## config.mk

```make
export PLATFORM = sky130hd
export DESIGN_NAME = bht_sat
export DESIGN_NICKNAME = d
export VERILOG_FILES = /design/src/rtl/bht_pkg.sv /design/src/rtl/bht_sat_ctr.sv /design/src/rtl/bht_sat.sv
export SDC_FILE = /design/constraint.sdc
export NUM_CORES = 1
export LEC_CHECK = 0
export BUFFER_PORTS_ARGS = -buffer_cell sky130_fd_sc_hd__buf_2
export CAP_MARGIN = 20
export CORE_MARGIN = 4
export CORE_UTILIZATION = 45
export CTS_CLUSTER_SIZE = 8
export DETAILED_ROUTE_END_ITERATION = 12
export PLACE_DENSITY = 0.63
export REMOVE_ABC_BUFFERS = 1
export SLEW_MARGIN = 20
export SYNTH_ARGS = -nofsm -noshare
export SYNTH_HDL_FRONTEND = slang
export SYNTH_SLANG_ARGS = --single-unit
```

## constraint.sdc

```tcl
create_clock -name clk -period 17.1 [get_ports clk]
set_clock_uncertainty 0.1 [all_clocks]
set_input_delay 5.13 -clock clk [delete_from_list [all_inputs] [get_ports clk]]
set_output_delay 5.13 -clock clk [all_outputs]
set_load 0.02 [all_outputs]
```

## src/rtl/bht_pkg.sv

```systemverilog
// Shared types and counter constants for the bimodal branch history table.
package bht_pkg;

  typedef enum logic {
    ST_INIT = 1'b0,
    ST_RUN  = 1'b1
  } state_e;

  // Weakly-not-taken reset value for an n-bit counter: 2^(n-1)-1
  function automatic logic [3:0] ctr_init(input int unsigned n);
    return 4'((32'd1 << (n - 32'd1)) - 32'd1);
  endfunction

  // Saturation ceiling for an n-bit counter: 2^n-1
  function automatic logic [3:0] ctr_max(input int unsigned n);
    return 4'((32'd1 << n) - 32'd1);
  endfunction

endpackage

```

## src/rtl/bht_sat_ctr.sv

```systemverilog
// N-bit saturating up/down counter, combinational next value.
module sat_ctr
  import bht_pkg::*;
#(
  parameter int unsigned N = 2
) (
  input  logic [N-1:0] ctr,
  input  logic         inc,
  output logic [N-1:0] nxt_c
);

  localparam logic [N-1:0] CTR_MAX = N'(ctr_max(N));

  always_comb begin
    nxt_c = ctr;
    if (inc) begin
      if (ctr != CTR_MAX) nxt_c = ctr + N'(1);
    end else begin
      if (ctr != '0) nxt_c = ctr - N'(1);
    end
  end

endmodule

```

## src/rtl/bht_sat.sv

```systemverilog
// Branch history table of saturating counters with an init sweep after reset.
// Optional global-history indexing (gshare style) enabled by BHT_GHR_EN.
module bht_sat
  import bht_pkg::*;
#(
  parameter int unsigned M    = 64,
  parameter int unsigned N    = 2,
  parameter int unsigned PC_W = 9
) (
  input  logic                     clk,
  input  logic                     reset,
  input  logic                     lk_valid,
  input  logic [PC_W-1:0]          lk_pc,
  output logic                     pred_valid,
  output logic                     pred_taken,
  output logic [$clog2(M)-1:0]     pred_hist,
  input  logic                     upd_valid,
  input  logic [PC_W-1:0]          upd_pc,
  input  logic [$clog2(M)-1:0]     upd_hist,
  input  logic                     upd_taken,
  output logic                     ready
);

  localparam int unsigned  AB       = $clog2(M);
  localparam logic [N-1:0] CTR_INIT = N'(ctr_init(N));

  state_e         state;
  logic [AB-1:0]  ptr;
  logic [N-1:0]   tbl [M];

  logic [AB-1:0]  lk_hist_c;
  logic [AB-1:0]  lk_idx_c;
  logic [AB-1:0]  upd_idx_c;
  logic [N-1:0]   upd_ctr_c;
  logic [N-1:0]   ctr_nxt_c;
  logic           we_c;
  logic [AB-1:0]  wa_c;
  logic [N-1:0]   wd_c;
  logic           unused_bits_c;

`ifdef BHT_GHR_EN
  logic [AB-1:0]  ghr;

  // Outcome history of accepted updates, newest outcome in the LSB
  always_ff @(posedge clk) begin
    if (reset) begin
      ghr <= '0;
    end else if (state == ST_RUN && upd_valid) begin
      ghr <= AB'({ghr, upd_taken});
    end
  end

  assign lk_hist_c = ghr;
  assign upd_idx_c = upd_pc[AB-1:0] ^ upd_hist;
`else
  assign lk_hist_c = '0;
  assign upd_idx_c = upd_pc[AB-1:0];
`endif

  assign lk_idx_c      = lk_pc[AB-1:0] ^ lk_hist_c;
  assign upd_ctr_c     = tbl[upd_idx_c];
  assign unused_bits_c = ^{lk_pc, upd_pc, upd_hist};

  sat_ctr #(.N(N)) u_sat_ctr (
    .ctr   (upd_ctr_c),
    .inc   (upd_taken),
    .nxt_c (ctr_nxt_c)
  );

  // Single table write port: init sweep or resolved-branch update
  always_comb begin
    we_c = 1'b0;
    wa_c = ptr;
    wd_c = CTR_INIT;
    if (!reset) begin
      if (state == ST_INIT) begin
        we_c = 1'b1;
      end else if (upd_valid) begin
        we_c = 1'b1;
        wa_c = upd_idx_c;
        wd_c = ctr_nxt_c;
      end
    end
  end

  always_ff @(posedge clk) begin
    if (we_c) tbl[wa_c] <= wd_c;
  end

  // Control FSM; lookups read the pre-update table contents
  always_ff @(posedge clk) begin
    if (reset) begin
      state      <= ST_INIT;
      ptr        <= '0;
      ready      <= 1'b0;
      pred_valid <= 1'b0;
      pred_taken <= 1'b0;
      pred_hist  <= '0;
    end else if (state == ST_INIT) begin
      pred_valid <= 1'b0;
      ptr        <= ptr + AB'(1);
      if (ptr == AB'(M - 1)) begin
        state <= ST_RUN;
        ready <= 1'b1;
      end
    end else begin
      pred_valid <= lk_valid;
      if (lk_valid) begin
        pred_taken <= tbl[lk_idx_c][N-1];
        pred_hist  <= lk_hist_c;
      end
    end
  end

endmodule

```

Word level (Yosys, flattened, before mapping)
Memory sizes are Yosys's and may differ from the RTL's. A register that Yosys moved wholly into a read port is not among the register bits.
Index checks and enable logic that the tools add are counted.

operators by class
  bitwise logic cells = 1
  multiplexer cells = 16
  reduce and logical (&&, ||, !) cells = 4
  add/subtract/negate cells = 3
  equality and inequality tests = 2

operators with widths
  kind                                              count
  two-way mux 6 bit                                 3
  two-way mux 2 bit                                 6
  two-way mux 1 bit                                 7
  adder 6 x 1 -> 6 bit, second input constant       1
  == test 6 bit, second input constant              1
  AND reduction 2 bit                               2
  adder 2 x 1 -> 2 bit, second input constant       1
  inequality test 2 bit, second input constant      1
  nonzero test 2 bit                                1
  OR reduction 2 bit                                1
  subtractor 2 x 1 -> 2 bit, second input constant  1
  NOT 1 bit                                         1

storage, ports and cells
  output and inout port bits = 9
  logic and storage cells = 31
  flip-flop bits (word level) = 9
  memories = 1
  bits of input ports = 29
  memory bits (writable) = 128

memory list
  memory  depth  width  rd ports  clocked after Yosys merged registers in  wr ports  line           RTL
  tbl     64     2      2         1                                        1         bht_sat.sv:29  logic [N-1:0] tbl [M];

Logic depth before layout (Yosys ltp)
An unclocked memory read counts as a cell.

  word-level depth = 7
  gate-level depth with buffers = 8
  depth with buffers taken out = 6

By module
From an unflattened synthesis, not the netlist that was laid out.

unflattened totals
  cell total of the unflattened synthesis = 419
  area, all modules = 6502.5 um^2

modules (own cells, without submodules)
  module   sequential area each (um^2)  instances  cells each  area an instance (um^2)
  bht_sat  4043.9                       1          416         6476.2
  sat_ctr  0.0                          1          3           26.3

Worst setup path before layout
No wires, ideal clock.

  path type = input to register
  start point = in upd_pc[0]
  end point = mem tbl[0][0] (data pin)
  required time = 16.482 ns
  slack = 8.172 ns
  setup time = 0.518 ns
  path buffers = 2
  arrival = 8.310 ns
  stages on the path = 8
  path through = buf_6 -> buf_2 -> mux4_2 -> a22oi_1 -> a21oi_1 -> nor4_2 -> a21oi_1 -> o21ai_1

between the ends
  longest elaborated chain between the ends = 7
  elaborated cells between the ends (all ways) = 11
  those cells by class = add/sub: 2; eq/ne: 1; mux: 6; reduce/logical: 1; memory: 1

ends and longest elaborated chain
  item                                               line                                  RTL
  start, declared                                    bht_sat.sv:18                         input logic [PC_W-1:0] upd_pc,
  memory read (64 x 2 bit) *                         -
  subtractor 2 x 1 -> 2 bit (tied with other cells)  bht_sat_ctr.sv:19                     if (ctr != '0) nxt_c = ctr - N'(1);
  two-way mux 2 bit (on tied branches)               bht_sat_ctr.sv:19, bht_sat_ctr.sv:17
  two-way mux 2 bit *                                bht_sat_ctr.sv:16                     if (inc) begin
  two-way mux 2 bit *                                bht_sat.sv:78                         end else if (upd_valid) begin
  two-way mux 2 bit *                                bht_sat.sv:76                         if (state == ST_INIT) begin
  two-way mux 2 bit *                                bht_sat.sv:75                         if (!reset) begin
  named net wd_c[0]                                  bht_sat.sv:38                         logic [N-1:0] wd_c;
  end, declared                                      bht_sat.sv:29

Mark *: on every way through the listed nets, which the timed path passes. The rest lies on a longest branch.

Final worst setup path
  start point = in upd_pc[0]
  end point = mem tbl[9][0] (data pin)

Same word-level chain as after synthesis.

==> qor.txt <==
Crit-path max cell delay: 0.64 ns
Hold Fails Final Rpt: 0
Maximum clock insertion buffer count: 2
Insertion delay of the later-clocked pin in the worst-skew pair: 0.41 ns
Family with the most delay on the worst path: compound AO/OA/AOI/OAI gates
Post-CTS repair timing setup buffer count: 0
Final setup violating endpoints: 0
Die width: 128 um
Share of post-route cells with drive strength above 1: 0.232
Overall die height: 128 um
Worst-path cell with the longest stage delay: sky130_fd_sc_hd__o21ai_4
Status: finished clean
Clock edge transition at the registers on the reported setup and hold paths: 0.06 ns
Post-synth ARST share: 0
Slew margin rel.: 0.345
Max-cap viol count: 0
Detailed placement HPWL: 9190 um
Final worst slack: 8.75 ns
Peak supply drop: 56.9 uV
Startpoint of the tightest hold check path: ready$_SDFFE_PP0P_
Shortest period the worst path allows: 8.35 ns
Global placement routability congestion: 0.822
Synthesis-to-layout area growth: 13.4%
Maximum number of pins on one net before global-route repair: 57
Synthesis-stage register bit count: 138
Register-to-register setup slack: 13.88 ns
Initial antenna violation count: 0
Synth cell types: 43
Sequential area share after synthesis: 0.628
Final slew viol count: 0
Diode count: 0
Total core area: 13900 sq um
Overall overflow remaining after global route: 0
Remaining antenna violation count: 0
Number of enable-type register cells in the synthesized netlist: 128
TritonCTS clock tree: yes
Vias in the first global route: 3862
Highest clock frequency the design can meet: 120 MHz
Number of cells on the worst hold path: 2
Final routed DRC violation total: 0
Main synth FF type: sky130_fd_sc_hd__edfxtp_1
Static Leakage: 2.55 nW
Crit path launch type: input port
Mean number of vias per cell: 5.90
Largest area contributor in the synthesized netlist: sky130_fd_sc_hd__edfxtp_1
Clk Tree Root Cell: sky130_fd_sc_hd__clkbuf_16
RSZ-0062 raised after global routing: no
Cell area after synthesis: 6440 sq um
Initial DRT Pass Iterations: 5
End point of the most critical hold path: ready$_SDFFE_PP0P_
Endpoint of the lowest-slack register-to-register path: tbl[9][0]$_DFFE_PP_
Layer carrying the most global-route usage: met2
Hold-fix buffer count after cts: 0
Kind of critical path: input port to register
Number of buffers and inverters on the critical path: 3
Total wire length: 14200 um
Mean instance size in the synthesized netlist: 15.7 sq um
Overall die area: 16300 sq um
Starting Density: 0.462
Violation count after the first detailed-route iteration: 354
Power density over the cells: 110 nW/um^2
GRT met3 Usage: 0.0410
Sink count of the clock tree: 138
Gates resized, CTS repair: 0
Library cell with the highest instance count after synthesis: sky130_fd_sc_hd__edfxtp_1
Yosys warnings: 0
Fraction of met1 tracks used by global routing: 0.240
Tot Pwr: 0.807 mW
Layout Nets: 461
Post-detailed-route wirelength per cell: 22.7 um
Signal arrival time at the worst endpoint: 8.46 ns
Number of top-level design ports: 38
Transition time at the pin with the least slew margin: 0.983 ns
R2r worst-path depth: 7
Sum of negative setup slack: 0 ns
Instance count of the mapped netlist: 409
Number of input and output port buffers inserted: 19
Critical path depth: 9
Cells along the critical path: buf_2 > buf_4 > mux4_2 > a22oi_1 > a21oi_1 > nor4_2 > a21oi_1 > o21ai_4 > buf_4
Leading post-synthesis cells by cell area: sky130_fd_sc_hd__edfxtp_1 (60%), sky130_fd_sc_hd__mux4_2 (15%), sky130_fd_sc_hd__nor2_1 (4.5%)
Global-route wire length before repair: 21700 um
Core Util, Final: 0.524
CP required: 17.20 ns
Crit path capture type: register
Count of vias placed by the detailed router: 3683
Final worst path period share: 0.488
Place WS: 8.30 ns
Fraction of post-synthesis cell area in the top cell type by area: 0.597
Met2 global-route usage: 0.303
Total Routing Usage GR: 0.184
Worst reg2reg startpoint: tbl[51][0]$_DFFE_PP_
Cell types with the highest counts after synthesis: sky130_fd_sc_hd__edfxtp_1 (128), sky130_fd_sc_hd__nor2_1 (78), sky130_fd_sc_hd__mux4_2 (43)
CP Max Fanout: 37
Path class of the lowest-slack min-delay path: register to register
Deepest level of the CTS H-tree: 4
Number of buffers added by the clock tree synthesis step: 17
Number of rows in the core area: 43
-- state kept, by name, indices dropped and copies added, names as in the netlist --
| register | count |
|---|---|
| tbl | 128 |
| ptr | 6 |
| pred_taken | 1 |
| pred_valid | 1 |
| ready | 1 |
| state | 1 |
-- how the worst max path moves through the flow --
stage,startpoint,endpoint,slack (ns)
after floorplan,upd_pc[0],tbl[0][0]$_DFFE_PP_,8.54
after global placement,upd_pc[0],tbl[14][0]$_DFFE_PP_,8.43
after detailed placement,upd_pc[0],tbl[14][0]$_DFFE_PP_,8.30
after CTS,upd_pc[0],tbl[10][0]$_DFFE_PP_,8.73
after global routing,upd_pc[0],tbl[30][0]$_DFFE_PP_,8.43
final,upd_pc[0],tbl[9][0]$_DFFE_PP_,8.75
-- final cells by class --
type                            count  area (sq um)
Tap cell                          180           225
Clock buffer                       18           429
Fill cell                        1129          6630
Inverter                            6          22.5
Timing Repair Buffer               23           125
Sequential cell                   138          4040
Clock inverter                     14           226
Multi-Input combinational cell    245          2230
-- cell families (layout without fill, tap and decap cells) --
logic type	Yosys count	after routing	synth area share
XOR/XNOR	5	5	0.00680
multiplexers	55	55	0.192
buffers and inverters	31	61	0.0315
flip-flops	138	138	0.628
AND/OR/NAND/NOR	133	133	0.0903
adder cells (fa/ha/maj)	2	2	0.00350
AO/OA/AOI/OAI	44	44	0.0478
other	1	6	0.000582
-- routing by layer --
metal / up-vias / wire [um]
li1: 1651 / -
met1: 1883 / 5960
met2: 130 / 7100
met3: 19 / 845
met4: 0 / 278
met5: - / 0
-- through the flow --
step	instances	area [sq um]	hold slack (ns)
floorplan	389	6280	0.420
global placement	592	6650	0.367
detailed placement	592	6650	0.377
CTS	624	7300	0.386
global route	624	7300	0.407
finish	624	7300	0.386
-- tightest hold or removal path, cell delays in order, from the launching register on --
cell and delay [ns]:
sky130_fd_sc_hd__dfxtp_1 0.30, sky130_fd_sc_hd__inv_1 0.05, sky130_fd_sc_hd__o22ai_1 0.08
-- where the power goes --
| part | switching (mW) | internal, mW |
|---|---|---|
| sequential | 0.00112 | 0.365 |
| combinational | 0.0230 | 0.0145 |
| clock | 0.132 | 0.272 |
-- layout by cell type, fill, tap and decap left out, drive strengths merged, types with 2 or more instances in the layout --
master	Yosys	routed
nand2b	5	5
edfxtp	128	128
o31ai	3	3
or3	4	4
buf	18	23
nand3	6	6
nor4	2	2
a21oi	7	7
nor2b	6	6
xnor2	3	3
nor3b	2	2
inv	6	6
mux4	52	52
conb	1	6
a22oi	16	16
clkinv	0	7
nand3b	2	2
dfxtp	10	10
nand2	25	25
o21a	3	3
nor2	78	78
a31oi	3	3
a211oi	2	2
mux2i	3	3
bufinv	0	6
o21ai	6	6
xor2	2	2
clkbuf	7	18
Note: power is estimated with default switching activity, not from simulation.
